`config.mk`:
```
export PLATFORM = sky130hd
export DESIGN_NAME = dmem_port_arbiter_flat
export DESIGN_NICKNAME = d
export VERILOG_FILES = /design/src/rtl/dmem_port_arbiter_if.sv /design/src/rtl/dmem_port_arbiter.sv /design/src/flat_wrapper.sv
export SDC_FILE = /design/constraint.sdc
export NUM_CORES = 1
export LEC_CHECK = 0
export ABC_AREA = 0
export BUFFER_PORTS_ARGS = -buffer_cell sky130_fd_sc_hd__buf_4
export CORE_MARGIN = 3
export CORE_UTILIZATION = 38
export CTS_CLUSTER_SIZE = 30
export DETAILED_ROUTE_END_ITERATION = 8
export PLACE_DENSITY = 0.71
export SETUP_SLACK_MARGIN = 0.3
export SLEW_MARGIN = 10
export SYNTH_ARGS = -nofsm -noshare
export SYNTH_HDL_FRONTEND = slang
export SYNTH_SLANG_ARGS = --single-unit
```
`constraint.sdc`:
```
create_clock -name clk -period 2.1 [get_ports clk]
set_input_delay 0.21 -clock clk [delete_from_list [all_inputs] [get_ports clk]]
set_output_delay 0.21 -clock clk [all_outputs]
set_load 0.005 [all_outputs]
```
`src/rtl/dmem_port_arbiter_if.sv`:
```
// ---------------------------------------------------------------------------
// dmem_port_arbiter_if
//   Bundles the signals between the two MEM-stage lanes, the single-ported
//   data memory and the dmem_port_arbiter.
//
//   Lane request side   : re1/we1/addr1/wdata1, re2/we2/addr2/wdata2
//   Memory port side    : mem_re/mem_we/mem_addr/mem_wdata, mem_rdata
//   Pipeline feedback   : stall, rdata1/rdata2 (WB load data), conflict_cnt
//
//   Modports:
//     slave  - the arbiter (consumes lane requests and memory read data)
//     master - the surrounding pipeline/memory (produces them)
// ---------------------------------------------------------------------------
interface dmem_port_arbiter_if #(
  parameter int ADDR_W = 10,
  parameter int DATA_W = 32,
  parameter int CNT_W  = 16
);
  logic              re1;
  logic              we1;
  logic [ADDR_W-1:0] addr1;
  logic [DATA_W-1:0] wdata1;
  logic              re2;
  logic              we2;
  logic [ADDR_W-1:0] addr2;
  logic [DATA_W-1:0] wdata2;

  logic              mem_re;
  logic              mem_we;
  logic [ADDR_W-1:0] mem_addr;
  logic [DATA_W-1:0] mem_wdata;
  logic [DATA_W-1:0] mem_rdata;

  logic              stall;
  logic [DATA_W-1:0] rdata1;
  logic [DATA_W-1:0] rdata2;
  logic [CNT_W-1:0]  conflict_cnt;

  modport slave (
    input  re1, we1, addr1, wdata1,
    input  re2, we2, addr2, wdata2,
    input  mem_rdata,
    output mem_re, mem_we, mem_addr, mem_wdata,
    output stall, rdata1, rdata2, conflict_cnt
  );

  modport master (
    output re1, we1, addr1, wdata1,
    output re2, we2, addr2, wdata2,
    output mem_rdata,
    input  mem_re, mem_we, mem_addr, mem_wdata,
    input  stall, rdata1, rdata2, conflict_cnt
  );
endinterface

```
`src/rtl/dmem_port_arbiter.sv`:
```
// ---------------------------------------------------------------------------
// dmem_port_arbiter
//   Shares one synchronous single-ported data memory between the two MEM-stage
//   lanes of a dual-issue pipeline. When both lanes access memory in the same
//   cycle, lane 1 (older) goes first while the front of the pipeline is
//   stalled for one cycle, then the captured lane 2 request is issued. Load
//   data is realigned so that both lanes see their result in their WB cycle.
//
//   Ports:
//     clk  - pipeline clock
//     rst  - asynchronous active-low reset
//     bus  - dmem_port_arbiter_if.slave: lane requests, memory port,
//            stall, per-lane WB load data and the saturating conflict count
//
//   Optional feature macro: DMEM_ARB_COALESCE_EN
//     When defined, two plain reads of the same address in the same cycle are
//     merged into one access (no stall, not counted as a conflict).
// ---------------------------------------------------------------------------
module dmem_port_arbiter #(
  parameter int ADDR_W = 10,
  parameter int DATA_W = 32,
  parameter int CNT_W  = 16
) (
  input  logic               clk,
  input  logic               rst,
  dmem_port_arbiter_if.slave bus
);

  typedef enum logic {
    IDLE   = 1'b0,
    SECOND = 1'b1
  } state_e;

  state_e            state_q, state_d;
  logic              h_re_q, h_re_d;
  logic              h_we_q, h_we_d;
  logic [ADDR_W-1:0] h_addr_q, h_addr_d;
  logic [DATA_W-1:0] h_wdata_q, h_wdata_d;
  logic [DATA_W-1:0] hold1_q, hold1_d;
  logic              split_q, split_d;
  logic              wb_sel_q, wb_sel_d;
  logic [CNT_W-1:0]  cnt_q, cnt_d;

  logic              act1, act2, coalesce, conflict;
  logic              port_re, port_we, stall;
  logic [ADDR_W-1:0] port_addr;
  logic [DATA_W-1:0] port_wdata;

  function automatic logic [CNT_W-1:0] sat_inc(input logic [CNT_W-1:0] v);
    return (&v) ? v : v + CNT_W'(1);
  endfunction

  assign act1 = bus.re1 | bus.we1;
  assign act2 = bus.re2 | bus.we2;

`ifdef DMEM_ARB_COALESCE_EN
  assign coalesce = bus.re1 & bus.re2 & ~bus.we1 & ~bus.we2 &
                    (bus.addr1 == bus.addr2);
`else
  assign coalesce = 1'b0;
`endif

  assign conflict = act1 & act2 & ~coalesce;

  always_comb begin
    state_d    = state_q;
    h_re_d     = h_re_q;
    h_we_d     = h_we_q;
    h_addr_d   = h_addr_q;
    h_wdata_d  = h_wdata_q;
    hold1_d    = hold1_q;
    split_d    = 1'b0;
    wb_sel_d   = split_q;
    cnt_d      = cnt_q;
    port_re    = 1'b0;
    port_we    = 1'b0;
    port_addr  = '0;
    port_wdata = '0;
    stall      = 1'b0;

    case (state_q)
      IDLE: begin
        // Lane 1 is older, so it owns the port whenever it is active.
        if (act1) begin
          port_re    = bus.re1;
          port_we    = bus.we1;
          port_addr  = bus.addr1;
          port_wdata = bus.wdata1;
        end else if (act2) begin
          port_re    = bus.re2;
          port_we    = bus.we2;
          port_addr  = bus.addr2;
          port_wdata = bus.wdata2;
        end
        if (conflict) begin
          stall     = 1'b1;
          h_re_d    = bus.re2;
          h_we_d    = bus.we2;
          h_addr_d  = bus.addr2;
          h_wdata_d = bus.wdata2;
          split_d   = 1'b1;
          cnt_d     = sat_inc(cnt_q);
          state_d   = SECOND;
        end
      end
      SECOND: begin
        // Live lane 2 inputs are still the stalled instruction; use the copy.
        port_re    = h_re_q;
        port_we    = h_we_q;
        port_addr  = h_addr_q;
        port_wdata = h_wdata_q;
        // mem_rdata now carries lane 1's load; park it until WB.
        hold1_d    = bus.mem_rdata;
        state_d    = IDLE;
      end
      default: ;
    endcase

    // Keep the memory port quiet for the whole time reset is held.
    if (!rst) begin
      port_re    = 1'b0;
      port_we    = 1'b0;
      port_addr  = '0;
      port_wdata = '0;
      stall      = 1'b0;
    end
  end

  always_ff @(posedge clk or negedge rst) begin
    if (!rst) begin
      state_q  <= IDLE;
      h_re_q   <= 1'b0;
      h_we_q   <= 1'b0;
      hold1_q  <= '0;
      split_q  <= 1'b0;
      wb_sel_q <= 1'b0;
      cnt_q    <= '0;
    end else begin
      state_q  <= state_d;
      h_re_q   <= h_re_d;
      h_we_q   <= h_we_d;
      hold1_q  <= hold1_d;
      split_q  <= split_d;
      wb_sel_q <= wb_sel_d;
      cnt_q    <= cnt_d;
    end
  end

  // Captured address/data are only consumed when h_re_q/h_we_q say so.
  always_ff @(posedge clk) begin
    h_addr_q  <= h_addr_d;
    h_wdata_q <= h_wdata_d;
  end

  assign bus.mem_re       = port_re;
  assign bus.mem_we       = port_we;
  assign bus.mem_addr     = port_addr;
  assign bus.mem_wdata    = port_wdata;
  assign bus.stall        = stall;
  assign bus.rdata1       = wb_sel_q ? hold1_q : bus.mem_rdata;
  assign bus.rdata2       = bus.mem_rdata;
  assign bus.conflict_cnt = cnt_q;

endmodule

```
`src/flat_wrapper.sv`:
```
// flat-port wrapper written by rule: the top's interface ports become plain ports
module dmem_port_arbiter_flat 
#(
  parameter int ADDR_W = 10,
  parameter int DATA_W = 32,
  parameter int CNT_W  = 16
)
  (clk, rst, bus_re1, bus_we1, bus_addr1, bus_wdata1, bus_re2, bus_we2, bus_addr2, bus_wdata2, bus_mem_rdata, bus_mem_re, bus_mem_we, bus_mem_addr, bus_mem_wdata, bus_stall, bus_rdata1, bus_rdata2, bus_conflict_cnt);
  dmem_port_arbiter_if #(.ADDR_W(ADDR_W), .DATA_W(DATA_W), .CNT_W(CNT_W)) bus_i ();
  input  logic clk;
  input  logic rst;
  input wire logic [$bits(bus_i.re1)-1:0] bus_re1;
  input wire logic [$bits(bus_i.we1)-1:0] bus_we1;
  input wire logic [$bits(bus_i.addr1)-1:0] bus_addr1;
  input wire logic [$bits(bus_i.wdata1)-1:0] bus_wdata1;
  input wire logic [$bits(bus_i.re2)-1:0] bus_re2;
  input wire logic [$bits(bus_i.we2)-1:0] bus_we2;
  input wire logic [$bits(bus_i.addr2)-1:0] bus_addr2;
  input wire logic [$bits(bus_i.wdata2)-1:0] bus_wdata2;
  input wire logic [$bits(bus_i.mem_rdata)-1:0] bus_mem_rdata;
  output wire logic [$bits(bus_i.mem_re)-1:0] bus_mem_re;
  output wire logic [$bits(bus_i.mem_we)-1:0] bus_mem_we;
  output wire logic [$bits(bus_i.mem_addr)-1:0] bus_mem_addr;
  output wire logic [$bits(bus_i.mem_wdata)-1:0] bus_mem_wdata;
  output wire logic [$bits(bus_i.stall)-1:0] bus_stall;
  output wire logic [$bits(bus_i.rdata1)-1:0] bus_rdata1;
  output wire logic [$bits(bus_i.rdata2)-1:0] bus_rdata2;
  output wire logic [$bits(bus_i.conflict_cnt)-1:0] bus_conflict_cnt;
  assign bus_i.re1 = bus_re1;
  assign bus_i.we1 = bus_we1;
  assign bus_i.addr1 = bus_addr1;
  assign bus_i.wdata1 = bus_wdata1;
  assign bus_i.re2 = bus_re2;
  assign bus_i.we2 = bus_we2;
  assign bus_i.addr2 = bus_addr2;
  assign bus_i.wdata2 = bus_wdata2;
  assign bus_i.mem_rdata = bus_mem_rdata;
  assign bus_mem_re = bus_i.mem_re;
  assign bus_mem_we = bus_i.mem_we;
  assign bus_mem_addr = bus_i.mem_addr;
  assign bus_mem_wdata = bus_i.mem_wdata;
  assign bus_stall = bus_i.stall;
  assign bus_rdata1 = bus_i.rdata1;
  assign bus_rdata2 = bus_i.rdata2;
  assign bus_conflict_cnt = bus_i.conflict_cnt;
  dmem_port_arbiter #(.ADDR_W(ADDR_W), .DATA_W(DATA_W), .CNT_W(CNT_W)) u_core (.clk(clk), .rst(rst), .bus(bus_i));
endmodule
```
### After elaboration in Yosys (flattened, before gate mapping)

Cells that the tools add are included.

* flip-flop bits (word level): 95
* input bits: 122
* logic and storage cells: 39

* add/subtract/negate cells: 1
* mux-type cells: 21
* bitwise gates (word level): 5
* reductions and logical operators: 3

Operators by type and width (count)
* two-way mux 32 bit: 4
* one-hot mux 32 bit (2 select lines): 1
* two-way mux 10 bit: 3
* one-hot mux 10 bit (2 select lines): 1
* adder 16 x 1 -> 16 bit (second input constant): 1
* AND reduction 16 bit: 1
* two-way mux 1 bit: 9
* one-hot mux 1 bit (2 select lines): 3
* AND reduction 3 bit: 1
* inverter 1 bit: 2
* OR 1 bit: 2
* AND reduction 2 bit: 1
* bitwise AND 1 bit: 1

### Longest topological paths before layout

* word-level depth: 5
* depth in mapped cells: 6

### Worst setup path before layout

No wires, ideal clock.

* kind: reg-to-output
* from: register, netlist name u_core.split_q
* to: output bus_stall
* arrival: 1.959 ns
* data required time: 1.890 ns
* setup slack: -0.069 ns
* cell stages (with the launch flop): 5
* buffers on the path: 0
* cell sequence: dfrtp_1 > o21ba_2 > o21ai_1 > inv_1 > and2_1

RTL lines
* to (decl): line flat_wrapper.sv:25 `output wire logic [$bits(bus_i.stall)-1:0] bus_stall;`

==> results.md <==
- Status: completed
- Highest metal used: met4
- Number of max-cap violations: 0
- Cell Area, Synth: between 4000 and 5000 sq um
- Core area: roughly 13000 sq um
- Power Dens Cells: ~800 nW/um^2
- Worst r2r src: u_core.split_q
- NumNets Final: between 700 and 800
- First-pass detailed-route iteration total: 7
- Number of flops mapped to enable cells by yosys: 42
- Largest area contributor in the netlist: dfrtp_1
- Area contributors post-synth: dfrtp_1 (26%), edfxtp_1 (25%), mux2_2 (15%)
- Post-layout power: 6.01 mW
- Hold Path Class: in -> reg
- Via count: ~4.2k
- Diode count: 0
- Worst Path Required: approximately 1900 ps
- Final WL: about 15 mm
- Total GRT Usage: between 10% and 20%
- Largest net degree at the start of global routing: 50
- Drt via density: approximately 5.4
- Crit-path cells: bufbuf_16 -> a221o_1 -> o211a_1 -> buf_4
- First-pass GRT wire length: 22.8 mm
- Slew @ Worst Pin: between 600 and 700 ps
- Synth Area in Adders: less than 1%
- Clock root buffer: clkbuf_16
- DRT met1 WL: ~5.9 mm
- Synth unique cells: 41
- Clock sink count: 94
- Critical Path Fanout Max: 9
- Top-count cell post-synth: mux2_2
- Routability cong.: about 0.78
- Seq/Total Area, Yosys: approximately 50%
- Final Slew Violations: 0
- IO buf count: around 250
- Full die area: roughly 15000 sq um
- Layout cells sized above 1: between 60% and 70%
- Htree depth: 3
- Routed wl met2: roughly 7.7 mm
- RSZ-0062 raised after global routing: true
- Reg clk slew, reported paths: about 60 ps
- XOR/XNOR Fraction of Synth Area: under 10%
- Fillers: 1050
- Crit end category: output pin
- Post-synth ARST share: between 50% and 60%
- Max_slew headroom: around three fifths
- DPL Wire Length: ~10 mm
- Gate Count Post-Synth: between 300 and 400
- Die Span X: 120 um
- Seq cells post-synth: 94
- # setup viols final: 0
- Syn nets: 500
- Hold Fails Final Rpt: 0
- Leak pwr: between 3 and 4 nW
- Ports: 247
- CTS tree: done
- Hold Crit Start: bus_wdata2[29]
- Initial antenna violation count: 0
- Main flop type after synthesis: dfrtp_1
- Final Cycle Share: around nine tenths
- Post-Place Cell Area: 6850 sq um
- Vias in the first global route: 4343
- Max Clk Rate: 527 MHz
- Total grt overflow: 0
- Total CTS buffers: 9
- Iter 0 DRT Violations: 183
- # DRC: 0
- Worst setup path startpoint: u_core.split_q
- CP Class: reg -> out
- Main combinational cell family by area after synthesis: compound AO/OA/AOI/OAI gates
- Mapped Avg Cell Area: roughly 13 sq um
- Worst-skew pair later-pin latency: roughly 330 ps
- CTS Buffer Depth: 2
- Clock skew: ~7.6 ps
- Post-Synth Simple-Gate Area: 4.87%
- Post-synth top cells: mux2_2 (66), dfrtp_1 (52), a221o_1 (42), edfxtp_1 (42), o211a_1 (42)
- Met3 wire len: 1.30 mm
- Slowest CP cell: dfrtp_2
- CP Launch Type: flop
- Die H: 120 um
- # rows: roughly 40
- Multiplexer area fraction after synthesis: approximately 15%
- Worst path max stage delay: around 500 ps
- Synthesis warning total: 0
- Share of the synthesized area in the top cell type: roughly a quarter
- Worst IR Drop VDD: around 0.40 mV
- Setup TNS: 0 ps
- ANT nets after route: 0
- Finished Cell Area: approximately 7700 sq um
- Area Overhead vs Synth: 53.6%
- Arr. time, crit path: approximately 1700 ps
- Compound-Gate Fraction of Synth Area: 19.0%
- Crit path time final: 1900 ps
- WL/cell: between 15 and 20 um
- Initial Util: between 30% and 40%
-- area by class of cell --
type / instances / area (sq um) / share of cell area (%)
inverters: 3 / 31.3 / 0.409
flip-flops and latches: 94 / 2570 / 33.5
well taps: 172 / 215 / 2.81
clock inverters: 1 / 5.00 / 0.0654
multi-input cells: 218 / 2110 / 27.5
repair buffers: 277 / 2410 / 31.5
clock buffers: 15 / 320 / 4.19
-- state kept, by name, summed over array words and instances (netlist names) --
name,cells
u_core.wb_sel_q,1
u_core.h_re_q,1
u_core.h_wdata_q,32
u_core.hold1_q,32
u_core.split_q,1
u_core.h_we_q,1
u_core.bus.conflict_cnt,16
u_core.h_addr_q,10
-- kinds of logic (layout without fill, tap and decap cells) --
group	after synthesis	count (layout)
buffers and inverters	65	296
muxes	66	66
AOI/OAI and AO/OA	99	99
adders and majority gates	1	1
DFF	94	94
xor gates and xnor gates	12	12
and+or+nand+nor	40	40
-- per-layer routing --
layer	GRT usage, %	vias to the layer above
met5	0	-
met4	5.81	0
met3	4.77	17
met2	35.0	213
met1	23.6	2049
li1	-	1915
-- report_power, final --
group          total [mW]  leakage, nW  switching [mW]  internal (mW)
logic                1.85         2.44           0.720           1.13
registers            2.46         1.02           0.226           2.24
clock network        1.70        0.162           0.655           1.04
total                6.01         3.62            1.60           4.41
-- repair_timing --
item / in CTS / in global routing
endpoints found under the setup margin: 48 / 56
hold endpoints to repair: 3 / 0
cloned: 6 / 2
hold buffers: 1 / 0
buffers inserted: 8 / 1
gates resized for setup: 18 / 23
pin swaps: 0 / 1
-- worst paths after layout --
| path | to | slack [ps] | cells past startpoint |
|---|---|---|---|
| max in group asynchronous | u_core.bus.conflict_cnt[3] | 1290 | 2 |
| max reg2reg | u_core.bus.conflict_cnt[10] | 240 | 4 |
| min reg2reg | u_core.h_re_q | 470 | 2 |
| min in group asynchronous | u_core.hold1_q[18] | 370 | 2 |
| max | bus_mem_addr[7] | 200 | 4 |
| min | u_core.h_wdata_q[29] | 60 | 1 |
-- critical path, delay by kind of cell (launching register included) --
kind	cells	cell delay [ps]
DFF	1	500
AOI/OAI and AO/OA	2	410
buffers and inverters	2	450
-- placed cells by master, fill, tap and decap left out, drive strengths merged, types with 4 or more instances in the layout --
cell	count
xor2	10
buf	272
nand3	5
nor4	7
nor2	6
mux2	66
clkbuf	17
a221o	42
o21ai	4
dfrtp	52
o211a	42
nand4	4
edfxtp	42
nand2	8
-- per-stage QoR --
step / setup WS (ps) / util, % / hold slack, ps / instances
2_1_floorplan: 272 / - / -85.6 / 377
3_3_place_gp: 260 / 53.8 / 177 / 746
3_5_place_dp: 196 / 53.8 / 182 / 746
4_1_cts: 183 / 59.1 / 52.3 / 777
5_1_grt: 138 / 60.1 / 50.9 / 780
6_report: 201 / 60.1 / 64.1 / 780
Power figures use the tool's default switching activity.
